<file path="config.mk">
export PLATFORM = sky130hd
export DESIGN_NAME = decode_queue
export DESIGN_NICKNAME = d
export VERILOG_FILES = /design/src/rtl/riscv_pkg.sv /design/src/rtl/decode_comb.sv /design/src/rtl/decode_queue.sv
export SDC_FILE = /design/constraint.sdc
export NUM_CORES = 1
export LEC_CHECK = 0
export ABC_AREA = 1
export BUFFER_PORTS_ARGS = -buffer_cell sky130_fd_sc_hd__buf_4
export CORE_ASPECT_RATIO = 0.7
export CORE_MARGIN = 4
export CORE_UTILIZATION = 51
export CTS_CLUSTER_DIAMETER = 150
export DETAILED_ROUTE_END_ITERATION = 10
export PLACE_DENSITY_LB_ADDON = 0.12
export SLEW_MARGIN = 0
export SYNTH_ARGS = -nofsm -noshare
export SYNTH_HDL_FRONTEND = slang
export SYNTH_HIERARCHICAL = 1
export SYNTH_SLANG_ARGS = --single-unit
</file>
<file path="constraint.sdc">
create_clock -name clk -period 1.2 [get_ports clk]
set_input_delay 0.06 -clock clk [delete_from_list [all_inputs] [get_ports clk]]
set_output_delay 0.06 -clock clk [all_outputs]
set_load 0.02 [all_outputs]
</file>
<file path="src/rtl/riscv_pkg.sv">
// RV32I/RV64I opcode and funct7 constants plus the decoded-entry control record
// shared by the decoder and the decode queue.
package riscv_pkg;

    localparam logic [6:0] OP_LUI    = 7'b0110111;
    localparam logic [6:0] OP_AUIPC  = 7'b0010111;
    localparam logic [6:0] OP_JAL    = 7'b1101111;
    localparam logic [6:0] OP_JALR   = 7'b1100111;
    localparam logic [6:0] OP_LOAD   = 7'b0000011;
    localparam logic [6:0] OP_STORE  = 7'b0100011;
    localparam logic [6:0] OP_OP_IMM = 7'b0010011;
    localparam logic [6:0] OP_OP     = 7'b0110011;
    localparam logic [6:0] OP_BRANCH = 7'b1100011;

    localparam logic [6:0] F7_BASE = 7'h00;
    localparam logic [6:0] F7_ALT  = 7'h20;

    localparam int unsigned REG_ADDR_W = 5;
    localparam int unsigned FUNCT3_W   = 3;
    localparam int unsigned FUNCT7_W   = 7;

    // Everything in a decoded entry except the XLEN-wide immediate and PC.
    typedef struct packed {
        logic [REG_ADDR_W-1:0] rs1;
        logic [REG_ADDR_W-1:0] rs2;
        logic [REG_ADDR_W-1:0] rd;
        logic [FUNCT3_W-1:0]   funct3;
        logic [FUNCT7_W-1:0]   funct7;
        logic                  alu_sel;
        logic                  rd_we;
        logic                  illegal;
    } dec_ctrl_t;

endpackage

</file>
<file path="src/rtl/decode_comb.sv">
// Purely combinational RV32I/RV64I instruction decoder: register addresses,
// funct fields, control flags, illegal detection and XLEN sign-extended immediate.
module decode_comb
    import riscv_pkg::*;
#(
    parameter int unsigned XLEN = 32
) (
    input  logic [31:0]     instr_i,
    output dec_ctrl_t       ctrl_o,
    output logic [XLEN-1:0] imm_o
);

    logic [6:0]  opcode;
    logic [2:0]  f3;
    logic [6:0]  f7;
    logic [31:0] imm_i, imm_s, imm_b, imm_j, imm_u;
    logic [31:0] imm32;
    logic        ill;
    dec_ctrl_t   ctrl;

    assign opcode = instr_i[6:0];
    assign f3     = instr_i[14:12];
    assign f7     = instr_i[31:25];
    assign imm_i  = {{20{instr_i[31]}}, instr_i[31:20]};
    assign imm_s  = {{20{instr_i[31]}}, instr_i[31:25], instr_i[11:7]};
    assign imm_b  = {{19{instr_i[31]}}, instr_i[31], instr_i[7], instr_i[30:25], instr_i[11:8], 1'b0};
    assign imm_j  = {{11{instr_i[31]}}, instr_i[31], instr_i[19:12], instr_i[20], instr_i[30:21], 1'b0};
    assign imm_u  = {instr_i[31:12], 12'b0};

    always_comb begin
        ctrl  = '0;
        imm32 = '0;
        ill   = (instr_i[1:0] != 2'b11);
        case (opcode)
            OP_LUI, OP_AUIPC: begin
                ctrl.rd = instr_i[11:7]; ctrl.alu_sel = 1'b1; ctrl.rd_we = 1'b1; imm32 = imm_u;
            end
            OP_JAL: begin
                ctrl.rd = instr_i[11:7]; ctrl.alu_sel = 1'b1; ctrl.rd_we = 1'b1; imm32 = imm_j;
            end
            OP_JALR, OP_LOAD: begin
                ctrl.rd = instr_i[11:7]; ctrl.rs1 = instr_i[19:15]; ctrl.funct3 = f3;
                ctrl.alu_sel = 1'b1; ctrl.rd_we = 1'b1; imm32 = imm_i;
                if (opcode == OP_JALR && f3 != 3'b000) ill = 1'b1;
            end
            OP_STORE: begin
                ctrl.rs1 = instr_i[19:15]; ctrl.rs2 = instr_i[24:20]; ctrl.alu_sel = 1'b1; imm32 = imm_s;
            end
            OP_OP_IMM: begin
                ctrl.rd = instr_i[11:7]; ctrl.rs1 = instr_i[19:15]; ctrl.funct3 = f3;
                ctrl.alu_sel = 1'b1; ctrl.rd_we = 1'b1; imm32 = imm_i;
                // Shifts carry their funct7 so the ALU can tell SRLI from SRAI.
                if (f3 == 3'b001 || f3 == 3'b101) ctrl.funct7 = f7;
                if (f3 == 3'b001 && f7 != F7_BASE) ill = 1'b1;
                if (f3 == 3'b101 && f7 != F7_BASE && f7 != F7_ALT) ill = 1'b1;
            end
            OP_OP: begin
                ctrl.rd = instr_i[11:7]; ctrl.rs1 = instr_i[19:15]; ctrl.rs2 = instr_i[24:20];
                ctrl.funct3 = f3; ctrl.funct7 = f7; ctrl.rd_we = 1'b1;
                if (f7 != F7_BASE && f7 != F7_ALT) ill = 1'b1;
                if (f7 == F7_ALT && f3 != 3'b000 && f3 != 3'b101) ill = 1'b1;
            end
            OP_BRANCH: begin
                ctrl.rs1 = instr_i[19:15]; ctrl.rs2 = instr_i[24:20]; ctrl.funct3 = f3; imm32 = imm_b;
                if (f3[2:1] == 2'b01) ill = 1'b1;
            end
            default: ill = 1'b1;
        endcase
        ctrl.rd_we = ctrl.rd_we & (ctrl.rd != '0);
        if (ill) begin
            ctrl         = '0;
            imm32        = '0;
            ctrl.illegal = 1'b1;
        end
    end

    assign ctrl_o = ctrl;
    assign imm_o  = XLEN'($signed(imm32));

endmodule

</file>
<file path="src/rtl/decode_queue.sv">
// DEPTH-entry queue of decoded instructions between fetch and issue, with
// valid/ready on both sides, synchronous flush and PC carry-through.
module decode_queue
    import riscv_pkg::*;
#(
    parameter int unsigned XLEN  = 32,
    parameter int unsigned DEPTH = 2
) (
    input  logic            clk,
    input  logic            rst_n,
    input  logic            flush,
    input  logic            in_valid,
    output logic            in_ready,
    input  logic [31:0]     in_instr,
    input  logic [XLEN-1:0] in_pc,
    output logic            out_valid,
    input  logic            out_ready,
    output logic [XLEN-1:0] out_pc,
    output logic [4:0]      out_addr1,
    output logic [4:0]      out_addr2,
    output logic [4:0]      out_addr_dest,
    output logic [2:0]      out_funct3,
    output logic [6:0]      out_funct7,
    output logic [XLEN-1:0] out_imm,
    output logic            out_alu_sel,
    output logic            out_rd_we,
    output logic            out_illegal
);

    localparam int unsigned PTR_W = $clog2(DEPTH);
    localparam int unsigned CNT_W = $clog2(DEPTH + 1);

    dec_ctrl_t       dec_ctrl;
    logic [XLEN-1:0] dec_imm;

    decode_comb #(.XLEN(XLEN)) u_decode (
        .instr_i (in_instr),
        .ctrl_o  (dec_ctrl),
        .imm_o   (dec_imm)
    );

    dec_ctrl_t       ctrl_q [DEPTH];
    logic [XLEN-1:0] imm_q  [DEPTH];
    logic [XLEN-1:0] pc_q   [DEPTH];
    logic [PTR_W-1:0] wr_ptr_q, wr_ptr_d, rd_ptr_q, rd_ptr_d;
    logic [CNT_W-1:0] cnt_q, cnt_d;
    logic             push, pop;

    assign in_ready  = (cnt_q != CNT_W'(DEPTH)) && !flush;
    assign out_valid = (cnt_q != '0);
    assign push      = in_valid && in_ready;
    assign pop       = out_valid && out_ready && !flush;

    always_comb begin
        wr_ptr_d = wr_ptr_q;
        rd_ptr_d = rd_ptr_q;
        cnt_d    = cnt_q;
        if (flush) begin
            wr_ptr_d = '0;
            rd_ptr_d = '0;
            cnt_d    = '0;
        end else begin
            // Power-of-two DEPTH lets the pointers wrap by natural overflow.
            if (push) wr_ptr_d = wr_ptr_q + PTR_W'(1);
            if (pop)  rd_ptr_d = rd_ptr_q + PTR_W'(1);
            case ({push, pop})
                2'b10:   cnt_d = cnt_q + CNT_W'(1);
                2'b01:   cnt_d = cnt_q - CNT_W'(1);
                default: cnt_d = cnt_q;
            endcase
        end
    end

    always_ff @(posedge clk or negedge rst_n) begin
        if (!rst_n) begin
            wr_ptr_q <= '0;
            rd_ptr_q <= '0;
            cnt_q    <= '0;
            for (int unsigned i = 0; i < DEPTH; i++) begin
                ctrl_q[i] <= '0;
                imm_q[i]  <= '0;
                pc_q[i]   <= '0;
            end
        end else begin
            wr_ptr_q <= wr_ptr_d;
            rd_ptr_q <= rd_ptr_d;
            cnt_q    <= cnt_d;
            if (push) begin
                ctrl_q[wr_ptr_q] <= dec_ctrl;
                imm_q[wr_ptr_q]  <= dec_imm;
                pc_q[wr_ptr_q]   <= in_pc;
            end
        end
    end

    assign out_pc        = pc_q[rd_ptr_q];
    assign out_imm       = imm_q[rd_ptr_q];
    assign out_addr1     = ctrl_q[rd_ptr_q].rs1;
    assign out_addr2     = ctrl_q[rd_ptr_q].rs2;
    assign out_addr_dest = ctrl_q[rd_ptr_q].rd;
    assign out_funct3    = ctrl_q[rd_ptr_q].funct3;
    assign out_funct7    = ctrl_q[rd_ptr_q].funct7;
    assign out_alu_sel   = ctrl_q[rd_ptr_q].alu_sel;
    assign out_rd_we     = ctrl_q[rd_ptr_q].rd_we;
    assign out_illegal   = ctrl_q[rd_ptr_q].illegal;

endmodule

</file>
==> impl_metrics.json <==
{
  "p_leak_nw": 7.77,
  "crit_cells": 6,
  "cts_made_buffers": 17,
  "crit_start": "rd_ptr_q",
  "detail_route.wl_per_cell_microns": 23.0,
  "r2r_setup_slack_ns": -0.43,
  "fin_util_pct": 88.1,
  "wl_microns": 41400,
  "die-width_microns": 170,
  "fin_tns_setup_ns": -104.53,
  "wl_met2_microns": 19500,
  "critPathMaxStageDelay_ns": 0.49,
  "fin_crit_ns": 1.72,
  "synth_ff_type": "dfrtp_1",
  "worst_pin_slew_ns": 0.538,
  "drt-initial-drc-count": 1455,
  "cp-start-kind": "flop",
  "async_flop_share_pct": 100,
  "core_sq_um": 18100,
  "area_growth_pct": 69.0,
  "antenna_found_initial": 1,
  "cts.clk_slew.worst_paths_ns": 0.07,
  "grt_pass1_vias": 8642,
  "chipHeight_microns": 122,
  "worst-setup-path-type": "reg -> out",
  "ant_nets": 0,
  "grt_pass1_wl_microns": 46500,
  "rr_endpoint": "pc_q[34]",
  "grt_overflow": 0,
  "finalNetCount": 1620,
  "wl_met1_microns": 15500,
  "cts_max_path_buffers": 2,
  "synth_area_leader_cell": "dfrtp_1",
  "synthesis.yosys.warnings": 6,
  "peakVddDrop_mv": 1.10,
  "setup_slack_ns": -0.518,
  "synth_area_sq_um": 9420,
  "dr_wl_met3_microns": 4720,
  "synth_edf_count": 0,
  "reg2reg_depth": 8,
  "drc_errors": 0,
  "crit_fanout": 8,
  "row_count": 41,
  "fillerInstances": 815,
  "cap_violations": 0,
  "slowest_stage": "dfrtp_2",
  "vias": 10700,
  "postPlaceCellArea_sq_um": 11400,
  "rsz0062_at_grt": "true",
  "cts-root-buf": "clkbuf_16",
  "io-pin-count": 163,
  "io_buffers": 162,
  "start_util_pct": 52.2,
  "setup.worst_path.end": "out_addr_dest[4]",
  "ys_top_cells_by_area": "dfrtp_1, nand2_1, o21ai_1",
  "hp-class": "in -> reg",
  "cts_tree": "done",
  "whs_ns": 0.0109,
  "synth_top_cell_area_share_pct": 50.0,
  "crit_family": "buffers and inverters",
  "multi_input_area_sq_um": 5380,
  "min_period_over_period_pct": 143,
  "die_area_sq_um": 20700,
  "layout_commonest_cell": "nand2_1",
  "slew_violations": 0,
  "power_density_nw_per_um2": 1260,
  "ys_ff_latch": 188,
  "setup-violations-final": 282,
  "highest_layer": "met4",
  "cts.sinks": 188,
  "critPathRequiredTime_ns": 1.14,
  "dr.pass1.iters": 8,
  "failed_checks": "setup timing",
  "synth-seq-area-share_pct": 50.0,
  "grt_max_degree": 67,
  "fin_area_sq_um": 15900,
  "path_buf_inv": 4,
  "status": "complete, but fails checks",
  "path_common_cell": "buf_6",
  "viasPerCell": 5.92,
  "synth.avg_cell_area_sq_um": 7.59,
  "regArea_sq_um": 4710,
  "cp_cell_sequence": "inv_8 > buf_6 > buf_12 > nand2_1 > nand2_2 > buf_6",
  "cp-end-kind": "output port",
  "mostFrequentLayoutCells": "nand2_1, dfrtp_1, buf_4",
  "grt_use_total_pct": 28.4,
  "pre_cts_slack_ns": -0.471,
  "slew_headroom_pct": 64.1,
  "reg2reg_from": "cnt_q[1]",
  "cp_data_arrival_time_ns": 1.66,
  "insertion_delay_ns": 0.46,
  "final_layout_size_suffix_gt1_share_pct": 47.9,
  "synthCells": 1240,
  "hold_viol": 0,
  "fmax_mhz": 582,
  "gp_congestion": 0.905,
  "finClkSkew_ns": 0.00933,
  "ys_types": 30,
  "dp_hpwl_microns": 17600,
  "htreeDepth": 4
}
## cell type report
class	count	share of cell area [%]
Multi-Input combinational cell	864	33.8
Sequential cell	188	29.6
Timing Repair Buffer	361	28.2
Inverter	119	2.89
Clock buffer	18	2.76
Tap cell	236	1.86
Clock inverter	14	0.928
Antenna cell	1	0.0157
## flip-flops by register name (all words and copies together), names as in the netlist
signal	cells
cnt_q	2
ctrl_q	56
imm_q	64
pc_q	64
wr_ptr_q	1
rd_ptr_q	1
## Yosys cell counts (2+ instances only)
master / number
a21oi_1: 19
buf_1: 5
buf_2: 5
buf_4: 18
buf_6: 24
clkbuf_1: 22
dfrtp_1: 188
inv_1: 112
inv_2: 7
nand2_1: 521
nand2_2: 4
nand3_1: 27
nand3_2: 3
nand3_4: 2
nand4_1: 10
nor2_1: 65
nor2_2: 3
nor3_1: 3
o21ai_0: 21
o21ai_1: 157
o21ai_2: 15
## how the worst min path moves through the flow
stage | start | to | slack (ns) | depth (start not counted)
global placement | rst_n | ctrl_q[41] | -0.01 | 1
CTS | flush | cnt_q[1] | 0.0009 | 5
global route | flush | cnt_q[1] | 0.01 | 5
detailed placement | rst_n | ctrl_q[41] | -0.01 | 1
finish | flush | cnt_q[1] | 0.01 | 5
floorplan | rst_n | cnt_q[0] | -0.24 | 0
## cell families (layout without fill, tap and decap cells)
kind of cell    Yosys count  count (layout)  synth area share [%]
xor+xnor                  1               1                0.0930
flops                   188             188                  50.0
buf+inv                 193             512                  10.4
other cells               1               7                0.0398
compound gates          214             214                  12.1
simple gates            643             643                  27.4
## tightest hold or removal path, cell delays in order
cell,delay (ns)
buf_4,0.10
buf_4,0.14
a21oi_2,0.04
nand2_1,0.05
nand2_1,0.04
## timing repair
action / CTS / global route
buffers inserted: 12 / 15
setup endpoints to repair: 282 / 282
resized for setup: 134 / 462
pin swaps: 5 / 25
hold buffers: 33 / 0
endpoints found under the hold margin: 252 / 0
cloned: 17 / 41
## where the power goes
group / switching (mW) / total [mW] / internal (mW)
Combinational: 3.24 / 6.25 / 3.01
Sequential: 0.811 / 7.91 / 7.10
Clock: 2.91 / 5.92 / 3.01
Total: 6.96 / 20.1 / 13.1
## metrics by stage
step,cells,total power [mW]
floorplan,1245,9.78
global placement,1653,11.3
detailed placement,1653,11.4
CTS,1747,17.7
global route,1801,20.7
finish,1801,20.1
## layer usage
layer,track usage (%),vias up
li1,-,4518
met3,5.25,159
met5,0,-
met4,7.33,0
met2,43.6,786
met1,42.1,5194
No activity file was read; power rests on OpenSTA's default activity.
